===== config.mk =====
export PLATFORM = sky130hd
export DESIGN_NAME = cut_sweep_ctrl
export DESIGN_NICKNAME = d
export VERILOG_FILES = /design/src/rtl/cut_sweep_ctrl.sv
export SDC_FILE = /design/constraint.sdc
export NUM_CORES = 1
export LEC_CHECK = 0
export BUFFER_PORTS_ARGS = -buffer_cell sky130_fd_sc_hd__buf_2
export CAP_MARGIN = 10
export CORE_AREA = 2 2 84 66
export CTS_BUF_LIST = sky130_fd_sc_hd__clkbuf_4
export CTS_CLUSTER_SIZE = 16
export DETAILED_ROUTE_END_ITERATION = 12
export DIE_AREA = 0 0 86 68
export HOLD_SLACK_MARGIN = 0.03
export PLACE_DENSITY = 0.86
export SLEW_MARGIN = 20
export SYNTH_ARGS = -nofsm -noshare
export SYNTH_HDL_FRONTEND = slang
export SYNTH_SLANG_ARGS = --single-unit
export TNS_END_PERCENT = 10

===== constraint.sdc =====
create_clock -name clk -period 1.7 [get_ports clk]
set_clock_uncertainty 0.1 [all_clocks]
set_input_delay 0.255 -clock clk [delete_from_list [all_inputs] [get_ports clk]]
set_output_delay 0.255 -clock clk [all_outputs]
set_load 0.03 [all_outputs]

===== src/rtl/cut_sweep_ctrl.sv =====
// cut_sweep_ctrl: exhaustive-stimulus sequencer for a small combinational CUT.
// Walks every input vector, waits SETTLE cycles, captures the CUT response,
// streams (vector, response) beats over valid/ready and folds every response
// into a rotate-XOR signature.
// Optional feature: define CUT_SWEEP_GOLDEN_CHECK_EN to add a golden_sig input
// and a registered pass flag comparing the final signature to it.
module cut_sweep_ctrl #(
  parameter int N_IN   = 2,
  parameter int N_OUT  = 18,
  parameter int SETTLE = 1
) (
  input  logic             clk,
  input  logic             rst_n,
  input  logic             start,
  input  logic             abort,
  output logic [N_IN-1:0]  cut_x,
  input  logic [N_OUT-1:0] cut_f,
  output logic             resp_valid,
  input  logic             resp_ready,
  output logic [N_IN-1:0]  resp_vec,
  output logic [N_OUT-1:0] resp_data,
  output logic [N_OUT-1:0] signature,
  output logic             busy,
  output logic             done
`ifdef CUT_SWEEP_GOLDEN_CHECK_EN
  ,
  input  logic [N_OUT-1:0] golden_sig,
  output logic             pass
`endif
);

  if (SETTLE < 1 || SETTLE > 255) begin : g_bad_settle
    $fatal(1, "cut_sweep_ctrl: SETTLE must be in 1..255");
  end

  localparam logic [7:0] SETTLE_M1 = 8'(SETTLE - 1);

  typedef enum logic [2:0] {
    S_IDLE,
    S_SETTLE,
    S_CAPTURE,
    S_EMIT,
    S_DONE
  } state_t;

  state_t     state;
  logic [7:0] cnt;

  // Sweep sequencer: all outputs are registered and change only here.
  always_ff @(posedge clk) begin
    if (!rst_n) begin
      state      <= S_IDLE;
      cnt        <= '0;
      cut_x      <= '0;
      resp_valid <= 1'b0;
      resp_vec   <= '0;
      resp_data  <= '0;
      signature  <= '0;
      busy       <= 1'b0;
      done       <= 1'b0;
`ifdef CUT_SWEEP_GOLDEN_CHECK_EN
      pass       <= 1'b0;
`endif
    end else if (abort) begin
      // Abandon from any state; signature keeps its partial value.
      state      <= S_IDLE;
      resp_valid <= 1'b0;
      busy       <= 1'b0;
      done       <= 1'b0;
`ifdef CUT_SWEEP_GOLDEN_CHECK_EN
      pass       <= 1'b0;
`endif
    end else begin
      case (state)
        S_IDLE: begin
          done <= 1'b0;
          if (start) begin
            state     <= S_SETTLE;
            cut_x     <= '0;
            cnt       <= SETTLE_M1;
            signature <= '0;
            busy      <= 1'b1;
`ifdef CUT_SWEEP_GOLDEN_CHECK_EN
            pass      <= 1'b0;
`endif
          end
        end
        S_SETTLE: begin
          if (cnt == 8'd0) begin
            state <= S_CAPTURE;
          end else begin
            cnt <= cnt - 8'd1;
          end
        end
        S_CAPTURE: begin
          resp_data  <= cut_f;
          resp_vec   <= cut_x;
          resp_valid <= 1'b1;
          signature  <= {signature[N_OUT-2:0], signature[N_OUT-1]} ^ cut_f;
          state      <= S_EMIT;
        end
        S_EMIT: begin
          if (resp_valid && resp_ready) begin
            resp_valid <= 1'b0;
            if (&cut_x) begin
              state <= S_DONE;
              busy  <= 1'b0;
              done  <= 1'b1;
            end else begin
              cut_x <= cut_x + N_IN'(1);
              cnt   <= SETTLE_M1;
              state <= S_SETTLE;
            end
          end
        end
        S_DONE: begin
          done  <= 1'b0;
          state <= S_IDLE;
`ifdef CUT_SWEEP_GOLDEN_CHECK_EN
          pass  <= (signature == golden_sig);
`endif
        end
        default: begin
          state <= S_IDLE;
        end
      endcase
    end
  end

endmodule


==> summary.txt, run 1 <==
Clock tree
  – Worst skew pair latency: about 0.35 ns
  – CTS sink cnt: between 50 and 60
  – H-tree depth: 2
  – Clk root buf: clkbuf_4
  – Clk slew on worst S/H paths: ~0.15 ns
  – CTS tree: built
  – Largest buffer count on any clock path: 2
  – Number of buffers created by CTS: 5

Critical path
  – Worst path cell trace: nand2_2, a311oi_4, nand2_1, a31oi_1, o32ai_1
  – Slowest stage cell on the critical path: dfxtp_4
  – Critical path capture point type: flop
  – Data required time of the critical path: 1.84 ns
  – Biggest cell delay along the critical path: ~0.4 ns
  – CP Launch Type: flop
  – CP arrival: 1.81 ns
  – Critical Path Source: resp_valid$_SDFFE_PP0P_
  – Worst Setup Path Type: flop to flop
  – Reg-to-Reg Start: resp_valid$_SDFFE_PP0P_
  – CP max FO: 5

Synthesis
  – Mux cell area share after synthesis: 0.004317
  – Synth Area in Adders: 0.01619
  – Yosys warns: 0
  – Syn Std Cell Area: around 2300 um2
  – Post-synthesis compound-gate area fraction: 0.1878
  – Post-Synth Simple-Gate Area: 0.2180
  – Post-Syn Instances: 278
  – Syn_area_per_cell: 8.340 um2
  – Synth Area in XOR/XNOR: 0.06800
  – Sequential share of the synthesized area: 0.4663
  – Yosys cell types: 37
  – Yosys reg bits: 54
  – Post-synth net total: 304
  – Largest family of logic cells by synthesized area: simple AND/OR/NAND/NOR gates

Timing
  – Final setup viols: 0
  – Worst-Margin Slew: about 0.50 ns
  – RSZ-0062 raised after global routing: yes
  – Peak Freq: 597.6 MHz
  – Tcrit/Tclk final: 0.9844
  – Worst Slack Setup Final: 0.02660 ns
  – Minimum clock period after layout: approximately 1.7 ns
  – Slew HR: 0.6671
  – Final Max Tran Viols: 0
  – Endpoints failing hold: 0
  – Sum Neg Setup Slack: 0 ns

Final layout
  – Area growth, synth to finish: 35.19%
  – Antenna cells: 0
  – Commonest non-fill, non-tap cell in the layout: buf_2
  – Share of layout cells above drive strength 1: 0.3288
  – Filler instances: 442
  – Most frequent cells in the layout: buf_2 (65), nand2_1 (55), dfxtp_1 (49), a21oi_1 (28), nor2_1 (27)
  – Fin nets: 394

Floorplan
  – Initial core utilization: 0.4552
  – Die X: 86 um
  – Core Box Area: slightly above 5000 um2
  – IO Count: between 60 and 70
  – Die H: 68 um
  – Die area: 5848 um2
  – Number of cell rows: 23

Pwr
  – Peak supply drop: 0.0005041 V
  – Leak pwr: about 1.3 nW
  – PD cells: 653.8 nW/um2

Global route
  – Vias in the first global route: between 1,500 and 2,000
  – Largest net degree at the start of global routing: 41
  – GR Overflow Total: 0
  – Global-route wire length before repair: 9259 um
  – Initial antenna violation count: 0
  – Gr usage total: 0.1986

Routing
  – Post-DR wirelength/cell: 14.05 um
  – DRC viols: 0
  – Drt pass-1 iters: 5
  – DRT iter0 DRCs: between 100 and 150
  – Via count: 2,282
  – Post-Route WL: 6043 um
  – Vias per cell: 5.307
  – Final ANT Viol Nets: 0

Worst hold path
  – Hold Crit Start: cut_f[0]
  – Hold/Removal Path Class: input port to flop

Job
  – Max Cap Violations: 0

Placed design
  – GPL Wtd Cong: between 0.8 and 0.9
  – Port Buf Inserts: 65
  – DP Worst Slack: -0.1586 ns
  – Post-DP HPWL: 4101 um

Run status
  – Status: complete, no violations
==> power breakdown <==
| group | leakage (nW) | switching (mW) | internal (mW) |
|---|---|---|---|
| logic | 0.888 | 0.128 | 0.0981 |
| clock network | 0.0233 | 0.385 | 0.154 |
| registers | 0.438 | 0.0108 | 1.27 |
==> synth_stat cells (all sizes together) <==
| cell | number | area [um2] |
|---|---|---|
| nor4b | 1 | 8.760 |
| or4 | 1 | 7.510 |
| nand4 | 1 | 12.51 |
| o31ai | 1 | 7.510 |
| nand2 | 58 | 220.2 |
| o41ai | 1 | 8.760 |
| a31oi | 1 | 6.260 |
| o211ai | 1 | 7.510 |
| o21ai | 7 | 38.79 |
| clkinv | 1 | 3.750 |
| buf | 7 | 35.03 |
| nand3 | 4 | 20.02 |
| clkbuf | 9 | 33.78 |
| nor3b | 1 | 12.51 |
| a22oi | 19 | 142.6 |
| dfxtp | 54 | 1081 |
| inv | 5 | 18.77 |
| or3 | 2 | 12.51 |
| ha | 3 | 37.54 |
| a311oi | 1 | 26.28 |
| xor2 | 18 | 157.7 |
| a21oi | 30 | 150.1 |
| or3b | 2 | 17.52 |
| nor3 | 9 | 45.04 |
| nor2b | 2 | 15.02 |
| a2bb2oi | 1 | 15.01 |
| o22ai | 1 | 6.260 |
| nand2b | 3 | 18.77 |
| o2bb2ai | 1 | 8.760 |
| nor4 | 1 | 6.260 |
| o32ai | 2 | 17.52 |
| mux2i | 1 | 10.01 |
| nor2 | 29 | 108.9 |
==> cell families after synthesis <==
family                   count (synthesis)
flip-flops                              54
buffers and inverters                   22
adder cells (fa/ha/maj)                  3
multiplexers                             1
AO/OA/AOI/OAI                           66
XOR/XNOR                                18
AND/OR/NAND/NOR                        114
==> worst paths after layout <==
kind              slack (ns)                         end  depth (start not counted)
hold / removal          0.06   resp_data[0]$_SDFFE_PN0P_                          3
hold reg to reg         0.36  resp_data[14]$_SDFFE_PN0P_                          2
setup / recovery        0.03         cnt[1]$_SDFFE_PN0P_                          5
setup reg to reg        0.03         cnt[1]$_SDFFE_PN0P_                          5
==> state kept, by name, summed over array words and instances, names as in the netlist <==
register / cells
resp_valid: 1
signature: 18
resp_data: 18
busy: 1
cnt: 8
done: 1
state: 3
cut_x: 2
resp_vec: 2
==> layout make-up <==
cell class	instances	area, um2	share of cell area
inverter	6	25.02	0.007984
clock buffer	5	37.54	0.01198
multi-input combinational	202	1240	0.3956
sequential	54	1092	0.3485
timing repair buffer	99	646.9	0.2064
tap	62	77.57	0.02475
clock inverter	2	15.01	0.004790
==> metrics by stage <==
step                  util  instances  hold slack [ns]  power (mW)  cell area (um2)
finish              0.6153        430          0.05553       2.049             3134
global route        0.6153        430          0.04671       2.134             3134
CTS                 0.5876        424          0.03688       2.062             2993
detailed placement  0.5456        402           0.3441       1.497             2779
global placement    0.5456        402           0.3387       1.495             2779
floorplan                -        278           0.2910       1.422             2320
==> metal layers <==
metal | vias up | GRT usage | wire length, um
met4 | 0 | 0.03175 | 34
met1 | 1056 | 0.2678 | 2764
li1 | 1134 | - | -
met3 | 6 | 0.04825 | 416
met2 | 86 | 0.3314 | 2827
met5 | - | 0 | 0
==> critical path: cells and delay by family (launching register included) <==
kind             cells  cell delay [ns]
AND/OR/NAND/NOR      2             0.26
flip-flops           1             0.40
AO/OA/AOI/OAI        3             0.81
==> repair_timing <==
item	4_1_cts	5_1_grt
gates resized for setup	5	25
hold buffers	14	1
pin swaps	1	7
setup buffers	1	5
endpoints found under the hold margin	14	1
setup endpoints to repair	3	28
No activity file was read; power rests on OpenSTA's default activity.
==> run 2, diff against run 1 <==
--- a/config.mk
+++ b/config.mk
@@ -12,6 +12,7 @@
 export CTS_CLUSTER_SIZE = 16
 export DETAILED_ROUTE_END_ITERATION = 12
 export DIE_AREA = 0 0 86 68
+export GPL_TIMING_DRIVEN = 0
 export HOLD_SLACK_MARGIN = 0.03
 export PLACE_DENSITY = 0.86
 export SLEW_MARGIN = 20
==> summary.txt, run 2 (synthesis results as in run 1) <==
Timing
  – Minimum clock period after layout: about 1.6 ns
  – Slew HR: 0.6718
  – Worst-Margin Slew: 0.4923 ns
  – RSZ-0062 raised after global routing: yes
  – Peak Freq: 610.2 MHz
  – Endpoints failing hold: 0
  – Final setup viols: 0
  – Tcrit/Tclk final: 0.9640
  – Final Max Tran Viols: 0

Pwr
  – Clk pwr share: 0.321
  – Peak supply drop: approximately 0.00035 V
  – Sw power: about 0.55 mW
  – Combinational power share: 0.104
  – Internal cell power: 1.687 mW
  – Design Power: around 2.2 mW
  – PD cells: 702.5 nW/um2
  – Sw frac: 0.2459
  – Leak pwr: between 1 and 1.5 nW
  – Share of power burned in registers: 0.575

Critical path
  – Worst Setup Path Type: flop to flop
  – CP max FO: 4
  – CP Launch Type: flop
  – Worst path cell trace: inv_2, ha_4, nor4b_4, nand2_2, nand4_4, or3b_1, a21oi_1
  – Critical path capture point type: flop
  – Data required time of the critical path: 1.92 ns
  – Biggest cell delay along the critical path: 0.39 ns
  – CP arrival: 1.86 ns
  – Slowest stage cell on the critical path: dfxtp_2

Final layout
  – Share of layout cells above drive strength 1: 0.3065
  – Commonest non-fill, non-tap cell in the layout: buf_2
  – Filler instances: 446
  – Final Non-Filler Cells: 434
  – Area growth, synth to finish: 37.34%
  – Antenna cells: 0
  – Fin nets: 397
  – Biggest regs: resp_data (18), signature (18), cnt (8)
  – Most frequent cells in the layout: buf_2 (64), nand2_1 (55), dfxtp_1 (49), a21oi_1 (30), nor2_1 (26)

Floorplan
  – Die H: roughly 68 um
  – Initial core utilization: 0.4552
  – Number of cell rows: 23
  – Core Box Area: 5094 um2
  – Die X: between 80 and 90 um
  – Die area: 5848 um2
  – IO Count: 66

Clock tree
  – Clk slew on worst S/H paths: ~0.15 ns
  – Worst skew pair latency: 0.39 ns
  – Clk root buf: clkbuf_4
  – H-tree depth: 2
  – Largest buffer count on any clock path: 2
  – Number of buffers created by CTS: 5
  – CTS sink cnt: 54
  – CTS tree: built

Routing
  – Final ANT Viol Nets: 0
  – Drt pass-1 iters: 4
  – Via count: 2,296
  – DRC viols: 0
  – Post-DR wirelength/cell: roughly 14 um
  – Post-Route WL: ~6000 um
  – DRT iter0 DRCs: 106
  – Vias per cell: ~5.3

Worst hold path
  – Hold/Removal Path Class: input port to flop

Run status
  – Status: complete, no violations

Global route
  – Global-route wire length before repair: 9846 um
  – Vias in the first global route: 2,156
  – GR Overflow Total: 0
  – Largest net degree at the start of global routing: 18
  – Gr usage total: 0.2119
  – Initial antenna violation count: 0

Placed design
  – Post-DP HPWL: 4192 um
  – GPL Wtd Cong: 0.8804
  – Placed cell count: about 400
  – Port Buf Inserts: 64

Job
  – Max Cap Violations: 0
-- run 2: cell count changes in the layout (fill, tap and decap cells not counted), moves of 2 or more --
cell | previous run | this run
a21oi_1 | 28 | 30
clkbuf_4 | 5 | 7
clkbuf_2 | 0 | 2
clkbuf_1 | 0 | 7
buf_12 | 2 | 0
dlygate4sd3_1 | 15 | 18
ha_2 | 3 | 1
buf_6 | 1 | 6
a21oi_2 | 2 | 0
buf_4 | 16 | 3
-- run 2: metal layers --
layer	track usage	wire length, um
met1	0.2690	2688
met2	0.3566	2890
met3	0.05066	392
met4	0.07341	64
met5	0	0
-- run 2: worst paths after layout --
check,startpoint,endpoint,depth (start not counted),slack [ns]
worst max-delay path,cnt[1]$_SDFFE_PN0P_,cnt[2]$_SDFFE_PN0P_,7,0.06
worst min-delay path,resp_ready,state[2]$_SDFFE_PP0P_,3,0.12
worst max register to register,cnt[1]$_SDFFE_PN0P_,cnt[2]$_SDFFE_PN0P_,7,0.06
worst min register to register,resp_data[1]$_SDFFE_PN0P_,resp_data[1]$_SDFFE_PN0P_,2,0.37
-- run 2: layout make-up --
cell class,instances,area (um2),share of cell area
inverters,6,22.52,0.007073
multi-input cells,202,1270,0.3988
flip-flops and latches,54,1090,0.3422
plain buffers,16,107.6,0.03379
repair buffers,86,534.3,0.1678
well taps,62,77.57,0.02436
clock inverters,3,45.04,0.01415
clock buffers,5,37.54,0.01179
-- run 2: per-stage QoR --
step                      worst slack (ns)  area [um2]  hold WS [ns]  utilization  setup TNS (ns)
final                              0.06113        3184        0.1221       0.6252               0
after global routing              -0.03905        3184        0.1441       0.6252        -0.07153
after CTS                         -0.01787        3070       0.09996       0.6028        -0.01929
after detailed placement           -0.2696        2718        0.3440       0.5335          -3.616
after global placement             -0.1302        2718        0.3381       0.5335         -0.7768
after floorplan                    0.02230        2320        0.2910            -               0
-- run 2: power groups by stage --
stage                     combinational [mW]  clock, mW  sequential, mW
after floorplan                       0.0926          0            1.33
after global placement                 0.178          0            1.31
after detailed placement               0.181          0            1.31
after CTS                              0.220      0.733            1.29
after global routing                   0.254      0.779            1.29
final                                  0.234      0.718            1.29
-- run 2: critical path, delay by kind of cell, from the launching register on --
| kind | cells | cell delay (ns) |
|---|---|---|
| compound gates | 1 | 0.12 |
| fa+ha+maj | 1 | 0.15 |
| buf+inv | 1 | 0.06 |
| flops | 1 | 0.39 |
| simple gates | 4 | 0.77 |
-- run 2: timing repair --
item,in CTS,in global routing
endpoints found under the setup margin,40,40
pin swaps,1,5
endpoints found under the hold margin,18,0
hold buffers,18,0
gates resized for setup,17,32
setup buffers,3,1
